--- config.mk ---
export PLATFORM = sky130hd
export DESIGN_NAME = folded_majority_stream
export DESIGN_NICKNAME = d
export VERILOG_FILES = /design/src/rtl/folded_majority_stream.sv
export SDC_FILE = /design/constraint.sdc
export NUM_CORES = 1
export LEC_CHECK = 0
export CORE_ASPECT_RATIO = 0.8
export CORE_MARGIN = 5
export CORE_UTILIZATION = 47
export CTS_BUF_LIST = sky130_fd_sc_hd__clkbuf_8
export DETAILED_ROUTE_END_ITERATION = 16
export GPL_ROUTABILITY_DRIVEN = 0
export GPL_TIMING_DRIVEN = 0
export PLACE_DENSITY_LB_ADDON = 0.1
export SLEW_MARGIN = 20
export SYNTH_ARGS = -nofsm -noshare
export SYNTH_HDL_FRONTEND = slang
export SYNTH_SLANG_ARGS = --single-unit
--- constraint.sdc ---
create_clock -name clk -period 3.8 [get_ports clk]
set_input_delay 0.38 -clock clk [delete_from_list [all_inputs] [get_ports clk]]
set_output_delay 0.38 -clock clk [all_outputs]
set_load 0.05 [all_outputs]
--- src/rtl/folded_majority_stream.sv ---
// Streaming majority voter: an N-vote frame arrives as W-bit beats, is popcounted
// across beats and compared against THRESH. Optional feature macro: MAJ_NEAR_FLAG_EN.
module folded_majority_stream #(
    parameter int N      = 57,
    parameter int W      = 8,
    parameter int THRESH = (N + 1) / 2
) (
    input  logic                       clk,
    input  logic                       rst,
    input  logic                       in_valid,
    output logic                       in_ready,
    input  logic [W-1:0]               in_data,
    output logic                       out_valid,
    input  logic                       out_ready,
    output logic                       y0,
    output logic [$clog2(N+1)-1:0]     out_count
`ifdef MAJ_NEAR_FLAG_EN
    ,
    output logic                       near
`endif
);

    localparam int B   = (N + W - 1) / W;
    localparam int CW  = $clog2(N + 1);
    localparam int LW  = N - (B - 1) * W;
    localparam int PW  = $clog2(W + 1);
    localparam int BIW = (B > 1) ? $clog2(B) : 1;

    localparam logic [W-1:0] FULL_MASK = {W{1'b1}};
    localparam logic [W-1:0] LAST_MASK = FULL_MASK >> (W - LW);

    typedef enum logic {
        ACCUM,
        HOLD
    } state_t;

    state_t          state;
    state_t          state_next;
    logic [BIW-1:0]  beat_idx;
    logic [CW-1:0]   acc;
    logic            accept;
    logic            last_beat;
    logic [PW-1:0]   beat_pop;
    logic [CW-1:0]   total;

    function automatic logic [PW-1:0] popcount(input logic [W-1:0] v);
        logic [PW-1:0] cnt;
        cnt = '0;
        for (int i = 0; i < W; i++) begin
            cnt = cnt + PW'(v[i]);
        end
        return cnt;
    endfunction

    assign in_ready  = (state == ACCUM);
    assign out_valid = (state == HOLD);
    assign accept    = in_valid && in_ready;
    assign last_beat = (beat_idx == BIW'(B - 1));

    // Padding bits above LW in the final beat never reach the count.
    assign beat_pop  = popcount(in_data & (last_beat ? LAST_MASK : FULL_MASK));
    assign total     = acc + CW'(beat_pop);

    // NOTE: every output of this block gets a default first, so no path leaves a latch.
    always_comb begin
        state_next = state;
        case (state)
            ACCUM:   if (accept && last_beat) state_next = HOLD;
            HOLD:    if (out_ready)           state_next = ACCUM;
            default: state_next = ACCUM;
        endcase
    end

    // NOTE: state is updated with <= so every register samples pre-edge values.
    always_ff @(posedge clk) begin
        if (rst) begin
            state <= ACCUM;
        end else begin
            state <= state_next;
        end
    end

    always_ff @(posedge clk) begin
        if (rst) begin
            beat_idx  <= '0;
            acc       <= '0;
            y0        <= 1'b0;
            out_count <= '0;
`ifdef MAJ_NEAR_FLAG_EN
            near      <= 1'b0;
`endif
        end else if (accept) begin
            if (last_beat) begin
                out_count <= total;
                y0        <= (total >= CW'(THRESH));
`ifdef MAJ_NEAR_FLAG_EN
                near      <= (total == CW'(THRESH)) || (total == CW'(THRESH - 1));
`endif
                acc       <= '0;
                beat_idx  <= '0;
            end else begin
                acc       <= total;
                beat_idx  <= beat_idx + BIW'(1);
            end
        end
    end

endmodule

==> results of run 1 <==
## routing by layer
| metal | vias up | share of wire (%) | global-route usage, % | routed length (um) |
|---|---|---|---|---|
| li1 | 436 | - | - | - |
| met1 | 398 | 43 | 18.2 | 913 |
| met2 | 9 | 51 | 27.9 | 1080 |
| met3 | 4 | 4.5 | 4.80 | 94 |
| met4 | 0 | 1.2 | 5.30 | 25 |
| met5 | - | 0 | 0 | 0 |
## final cells by class
class / count / area (sq um)
fillers: 183 / 693
repair buffers: 26 / 243
clock inverters: 1 / 3.75
clock buffers: 3 / 41.3
multi-input cells: 84 / 697
inverters: 9 / 33.8
flip-flops and latches: 17 / 343
plain buffers: 4 / 16.3
well taps: 25 / 31.3
## logic make-up after synthesis
kind of cell	count (synthesis)	share of synthesized area (%)
AND/OR/NAND/NOR	44	20.2
AO/OA/AOI/OAI	23	16.1
flip-flops	17	33.7
buffers and inverters	14	5.32
adder cells (fa/ha/maj)	13	19.8
XOR/XNOR	4	4.95
## final timing paths
| kind | cells after the start | slack [ps] | start | end |
|---|---|---|---|---|
| worst max register to register | 15 | 60 | beat_idx[0]$_SDFFE_PP0P_ | y0$_SDFFE_PP0P_ |
| worst min register to register | 2 | 460 | out_count[0]$_SDFFE_PP0P_ | out_count[0]$_SDFFE_PP0P_ |
| worst min-delay path | 2 | 460 | out_count[0]$_SDFFE_PP0P_ | out_count[0]$_SDFFE_PP0P_ |
| worst max-delay path | 15 | 60 | beat_idx[0]$_SDFFE_PP0P_ | y0$_SDFFE_PP0P_ |
## power by group through the flow
stage	Clock [mW]	Combinational [mW]	Sequential, mW
final	0.132	0.405	0.211
after CTS	0.136	0.376	0.210
after global routing	0.144	0.459	0.213
after detailed placement	0	0.332	0.214
after global placement	0	0.322	0.214
after floorplan	0	0.265	0.212
## metrics by stage
stage | util, % | TNS, ps | hold slack [ps]
floorplan | - | -32.5 | 457
global placement | 61.7 | -308 | 447
detailed placement | 61.7 | -470 | 451
CTS | 65.7 | -66.4 | 460
global route | 67.0 | -122 | 477
finish | 67.0 | 0 | 458
## cells in the mapped netlist, drive strengths merged
master / instances / share of area [%]
fa: 5 / 9.9
a41oi: 1 / 1.6
and2: 1 / 0.62
clkbuf: 4 / 1.5
nand2: 16 / 5.9
nor3b: 1 / 0.74
nor3: 2 / 0.99
ha: 8 / 9.9
a21o: 2 / 1.5
dfxtp: 17 / 34
a22oi: 5 / 4.2
xnor2: 3 / 3.3
a211oi: 2 / 2.0
nor2: 12 / 4.5
buf: 1 / 0.49
xor2: 1 / 1.6
nand2b: 8 / 5.0
and3: 1 / 0.62
nor2b: 3 / 1.9
a21oi: 13 / 6.8
inv: 9 / 3.3
## worst reg2reg max path: cells and delay by family, from the launching register on
kind / cells / cell delay, ps
compound gates: 3 / 450
xor+xnor: 1 / 200
fa+ha+maj: 7 / 2280
buf+inv: 2 / 110
flops: 1 / 330
simple gates: 2 / 290
## placed cells by master, fill, tap and decap left out, types with 2 or more instances in the layout
| cell type | instances |
|---|---|
| clkdlybuf4s50_1 | 19 |
| nand2_1 | 15 |
| dfxtp_1 | 15 |
| nor2_1 | 12 |
| a21oi_1 | 10 |
| inv_1 | 8 |
| buf_4 | 7 |
| nand2b_1 | 6 |
| ha_1 | 6 |
| nor2b_1 | 3 |
| clkbuf_1 | 3 |
| a22oi_2 | 3 |
| fa_1 | 3 |
| clkbuf_8 | 3 |
| inv_2 | 2 |
| nand2b_4 | 2 |
| a21o_1 | 2 |
| a21oi_2 | 2 |
| xnor2_2 | 2 |
| a22oi_1 | 2 |
| nor3_1 | 2 |
| fa_2 | 2 |
| ha_4 | 2 |
| dfxtp_2 | 2 |
## timing repair
action                                  4_1_cts  5_1_grt
hold buffers                                  0        0
pin swaps                                    12        6
setup buffers                                 7        0
endpoints found under the setup margin        3        8
gates resized for setup                       0        6
cloned                                        0        0
## sequential cells by signal, indices dropped and copies added (netlist names)
| register | count |
|---|---|
| acc | 6 |
| y0 | 1 |
| out_valid | 1 |
| out_count | 6 |
| beat_idx | 3 |
==> impl_results.md, run 1 <==
* Status: finished clean
* Cell area power density at 531 nW/um^2
* Max Cap Violations at 0
* Area post-placement at 1300 sq um
* Worst slack, placed at -251 ps
* CP Max Fanout at 2
* Skew-Pair Late Insertion Delay at 250 ps
* Flop pwr share at 28.2%
* Placed cells at between 150 and 200
* Congestion Overflow GR at 0
* Synth Instances at roughly 120
* Total clock sinks at 17
* Finished Cell Area at between 1000 and 1500 sq um
* Die ar. at around 3200 sq um
* CP Cell Sequence: ha_4 > ha_4 > nand2b_4 > fa_1 > fa_1 > fa_1 > inv_2 > fa_2 > inv_2 > fa_2 > nand2b_4 > a21oi_4 > xor2_2 > a41oi_2 > a211oi_2
* # rows at 15
* Vias at roughly 850
* Post-Synthesis Net Count at 140
* Synth Warn # at 0
* Number of global-route vias before repair at 821
* CTS Buffer Depth at 2
* CTS root buf: clkbuf_8
* Number of antenna violations at the first check in global routing at 0
* Proportion of layout cells with a drive suffix above 1 at ~23%
* Slew of the pin with the lowest slew margin at 501 ps
* Critical path's largest stage delay at 530 ps
* I/O pins at 21
* Antenna-violating nets left at 0
* Slew headroom at 66.5%
* Die W at approximately 62 um
* Buf/Inv on CP at 2
* Synth unique cells at 25
* DRC at 0
* Via/cell ratio at ~5
* Avg Cell Area, Syn at 8.79 sq um
* Max Freq at 268 MHz
* RSZ-0062 raised after global routing: yes
* Nets at 170
* Required time of the worst setup path at 3980 ps
* Hpwl dp at 1640 um
* Crit-path most repeated cell: fa_1
* Gate power share at 54.1%
* Clk pwr share at 17.7%
* Clock period minus worst slack at 3740 ps
* Final setup vio count at 0
* Post-Syn Area at 1010 sq um
* Slowest cell on crit path: fa_1
* CTS Buf Count at 3
* Pins over their slew limit at 0
* Internal power at around 0.47 mW
* Clock transition at path regs at 70 ps
* Initial core utilization at 48.1%
* Largest net degree at the start of global routing at 13
* Critical path class: register to register
* Register area share after synthesis at 33.7%
* Seq cells post-synth at 17
* Drt total wl at 2110 um
* Post-route clock skew at 4.46 ps
* Power Total at about 0.75 mW
* Switching pwr at 0.279 mW
* Delay-heaviest family, CP: adder cells
* Area grow syn2layout at 39.4%
* Die H at 51.5 um
* ANT cells at 0
* DRT Pass-1 Iters at 4
* Global Route Usage Sum at between 10% and 20%
* Maximum VDD drop at between 500 and 600 uV
* Final Worst Setup Slack at 65.0 ps
* H-Tree Depth at 1
* Placeable Area at 2100 sq um
* CTS tree: done
* Switching power share of the total at 37.3%
* Non-Filler Instances at 169
* Startpoint Class: register
* Final hold violations at 0
* CP endpoint kind: register
* Hold Crit Class: register to register
* DR iter-0 viols at 11
* P_leak at 0.586 nW
* Final period util at 98.3%
* Avg WL per Cell at 12.5 um
* I/O Buffers at 19
* CP arrival at roughly 4000 ps
* First-pass GRT wire length at 3670 um
Power figures use the tool's default switching activity.
==> run 2, diff against run 1 <==
==> constraint.sdc (replaced) <==
create_clock -name clk -period 3.8 [get_ports clk]
set_input_delay 1.14 -clock clk [delete_from_list [all_inputs] [get_ports clk]]
set_output_delay 1.14 -clock clk [all_outputs]
set_load 0.05 [all_outputs]
==> run 2 against run 1 <==
Net effect:
- the run now ends with negative setup slack left
- worst hold slack lost 3.4 ps
- clock-buffer cell count is the same
- die area is the same
- sequential cell count is the same
- critical endpoint unchanged
- largest cell class unchanged
==> impl_results.md, run 2 (synthesis results as in run 1) <==
* CTS Buffer Depth at 2
* Total clock sinks at 17
* Switching pwr at between 0.2 and 0.3 mW
* Die W at 61.9 um
* Clock period minus worst slack at roughly 3900 ps
* Area post-placement at roughly 1300 sq um
* CP endpoint kind: register
* Met3 WL at ~72 um
* Critical path class: input port to register
* Fin Setup TNS at -347 ps
* R2r worst-path depth at 16
* R2r setup slk at -70 ps
* Critical path's largest stage delay at 530 ps
* Vias at 830
* Congestion Overflow GR at 0
* Nets at 168
* Via/cell ratio at 4.97
* Avg WL per Cell at 12.8 um
* CTS root buf: clkbuf_8
* Slew of the pin with the lowest slew margin at 523 ps
* Number of antenna violations at the first check in global routing at 0
* Hold_sp: out_count[3]$_SDFFE_PP0P_
* Proportion of layout cells with a drive suffix above 1 at 25.4%
* Clock transition at path regs at about 70 ps
* DR iter-0 viols at 17
* Post-route clock skew at 3.68 ps
* I/O pins at 21
* Final hold violations at 0
* CP arrival at 4120 ps
* # rows at 15
* Clk pwr share at 18.2%
* Largest registers: acc (6), out_count (6), beat_idx (3)
* Final period util at 104%
* Hpwl dp at 1680 um
* Hold-fix buffer count after cts at 0
* Hold path depth at 2
* CP Max Fanout at 2
* Internal power at 0.461 mW
* I/O Buffers at 19
* Detail Route met2 WL at 1070 um
* Post-layout util at between 60% and 70%
* Area grow syn2layout at 39.6%
* Maximum VDD drop at 394 uV
* CTS Buf Count at 3
* Fillers at roughly 170
* Number of global-route vias before repair at 846
* Max Cap Violations at 0
* Slowest cell on crit path: fa_1
* Die ar. at roughly 3200 sq um
* Gate power share at 53.5%
* Final setup vio count at 3
* Global Route Usage Sum at 15.6%
* DRT Pass-1 Iters at 4
* Required time of the worst setup path at 3980 ps
* R2R Path End: y0$_SDFFE_PP0P_
* Final Worst Setup Slack at -142 ps
* Top sig layer: met4
* Switching power share of the total at 37.8%
* Worst hold slack at 455 ps
* P_leak at 0.609 nW
* Status: finished, violations left
* Startpoint Class: input port
* CP Cell Sequence: buf_6 > nand2b_4 > fa_1 > fa_1 > fa_1 > inv_2 > fa_2 > inv_2 > fa_2 > nand2b_4 > a21oi_4 > xor2_2 > a41oi_2 > a211oi_2
* Skew-Pair Late Insertion Delay at approximately 260 ps
* Flop pwr share at around 28%
* First-pass GRT wire length at 3660 um
* Cell area power density at 526 nW/um^2
* Power Total at 0.742 mW
* DRC at 0
* Pins over their slew limit at 0
* CTS tree: done
* Die H at 51.5 um
* RSZ-0062 raised after global routing: yes
* Antenna-violating nets left at 0
* Crit-path most repeated cell: fa_1
* Hold Crit Class: register to register
* Max Freq at 254 MHz
* ANT cells at 0
* H-Tree Depth at 1
* Initial core utilization at 48.1%
* Failing checks: negative setup slack
* Hold Crit Endpoint: out_count[3]$_SDFFE_PP0P_
* Finished Cell Area at roughly 1400 sq um
* Largest net degree at the start of global routing at 11
* Most frequent cells in the layout: dfxtp_1, clkdlybuf4s50_1, nand2_1, nor2_1, a21oi_1
* Met1 wire length at 968 um
* Placeable Area at 2100 sq um
* Drt total wl at 2140 um
* R2R Path Start: beat_idx[0]$_SDFFE_PP0P_
* Slew headroom at 65.2%
==> run 2: per-layer routing <==
metal,track usage (%),vias up
met5,0,-
met4,5.30,0
met3,4.55,3
met2,25.1,11
met1,19.8,385
li1,-,431
==> run 2: power by group through the flow <==
stage | clock (mW) | combinational, mW | sequential (mW)
final | 0.135 | 0.397 | 0.210
after global routing | 0.149 | 0.443 | 0.213
after CTS | 0.140 | 0.398 | 0.210
after detailed placement | 0 | 0.339 | 0.213
after global placement | 0 | 0.326 | 0.213
after floorplan | 0 | 0.269 | 0.211
==> run 2: per-stage QoR <==
stage,setup slack [ps],std cells
6_report,-142,167
3_5_place_dp,-1000,159
5_1_grt,-254,167
2_1_floorplan,-288,115
4_1_cts,-289,167
3_3_place_gp,-950,159
==> run 2: how the worst max path moves through the flow <==
| stage | cells past startpoint | slack, ps | startpoint | end |
|---|---|---|---|---|
| after floorplan | 13 | -290 | in_data[2] | y0$_SDFFE_PP0P_ |
| after global placement | 14 | -950 | in_data[2] | y0$_SDFFE_PP0P_ |
| after detailed placement | 14 | -1000 | in_data[2] | y0$_SDFFE_PP0P_ |
| after CTS | 14 | -290 | in_data[2] | y0$_SDFFE_PP0P_ |
| after global routing | 14 | -250 | in_data[2] | y0$_SDFFE_PP0P_ |
| final | 14 | -140 | in_data[2] | y0$_SDFFE_PP0P_ |
==> run 2: worst max-delay path: cells and delay by family <==
family                   cells  cell delay (ps)
buffers and inverters        3              170
AND/OR/NAND/NOR              2              200
adder cells (fa/ha/maj)      5             1930
AO/OA/AOI/OAI                3              470
XOR/XNOR                     1              200
==> run 2: final cells by class <==
cell class	count	area [sq um]	area share [%]
plain buffers	5	30.0	2.13
inverters	9	33.8	2.39
well taps	25	31.3	2.22
multi-input cells	84	703	49.8
clock buffers	3	41.3	2.93
flip-flops and latches	17	342	24.2
clock inverters	1	5.00	0.355
repair buffers	23	225	16.0
==> run 2: timing repair <==
item                                    in CTS  in global routing
setup buffers                                4                  0
pin swaps                                   11                  8
hold endpoints to repair                     0                  0
endpoints found under the setup margin      12                 11
gates resized for setup                     18                  8
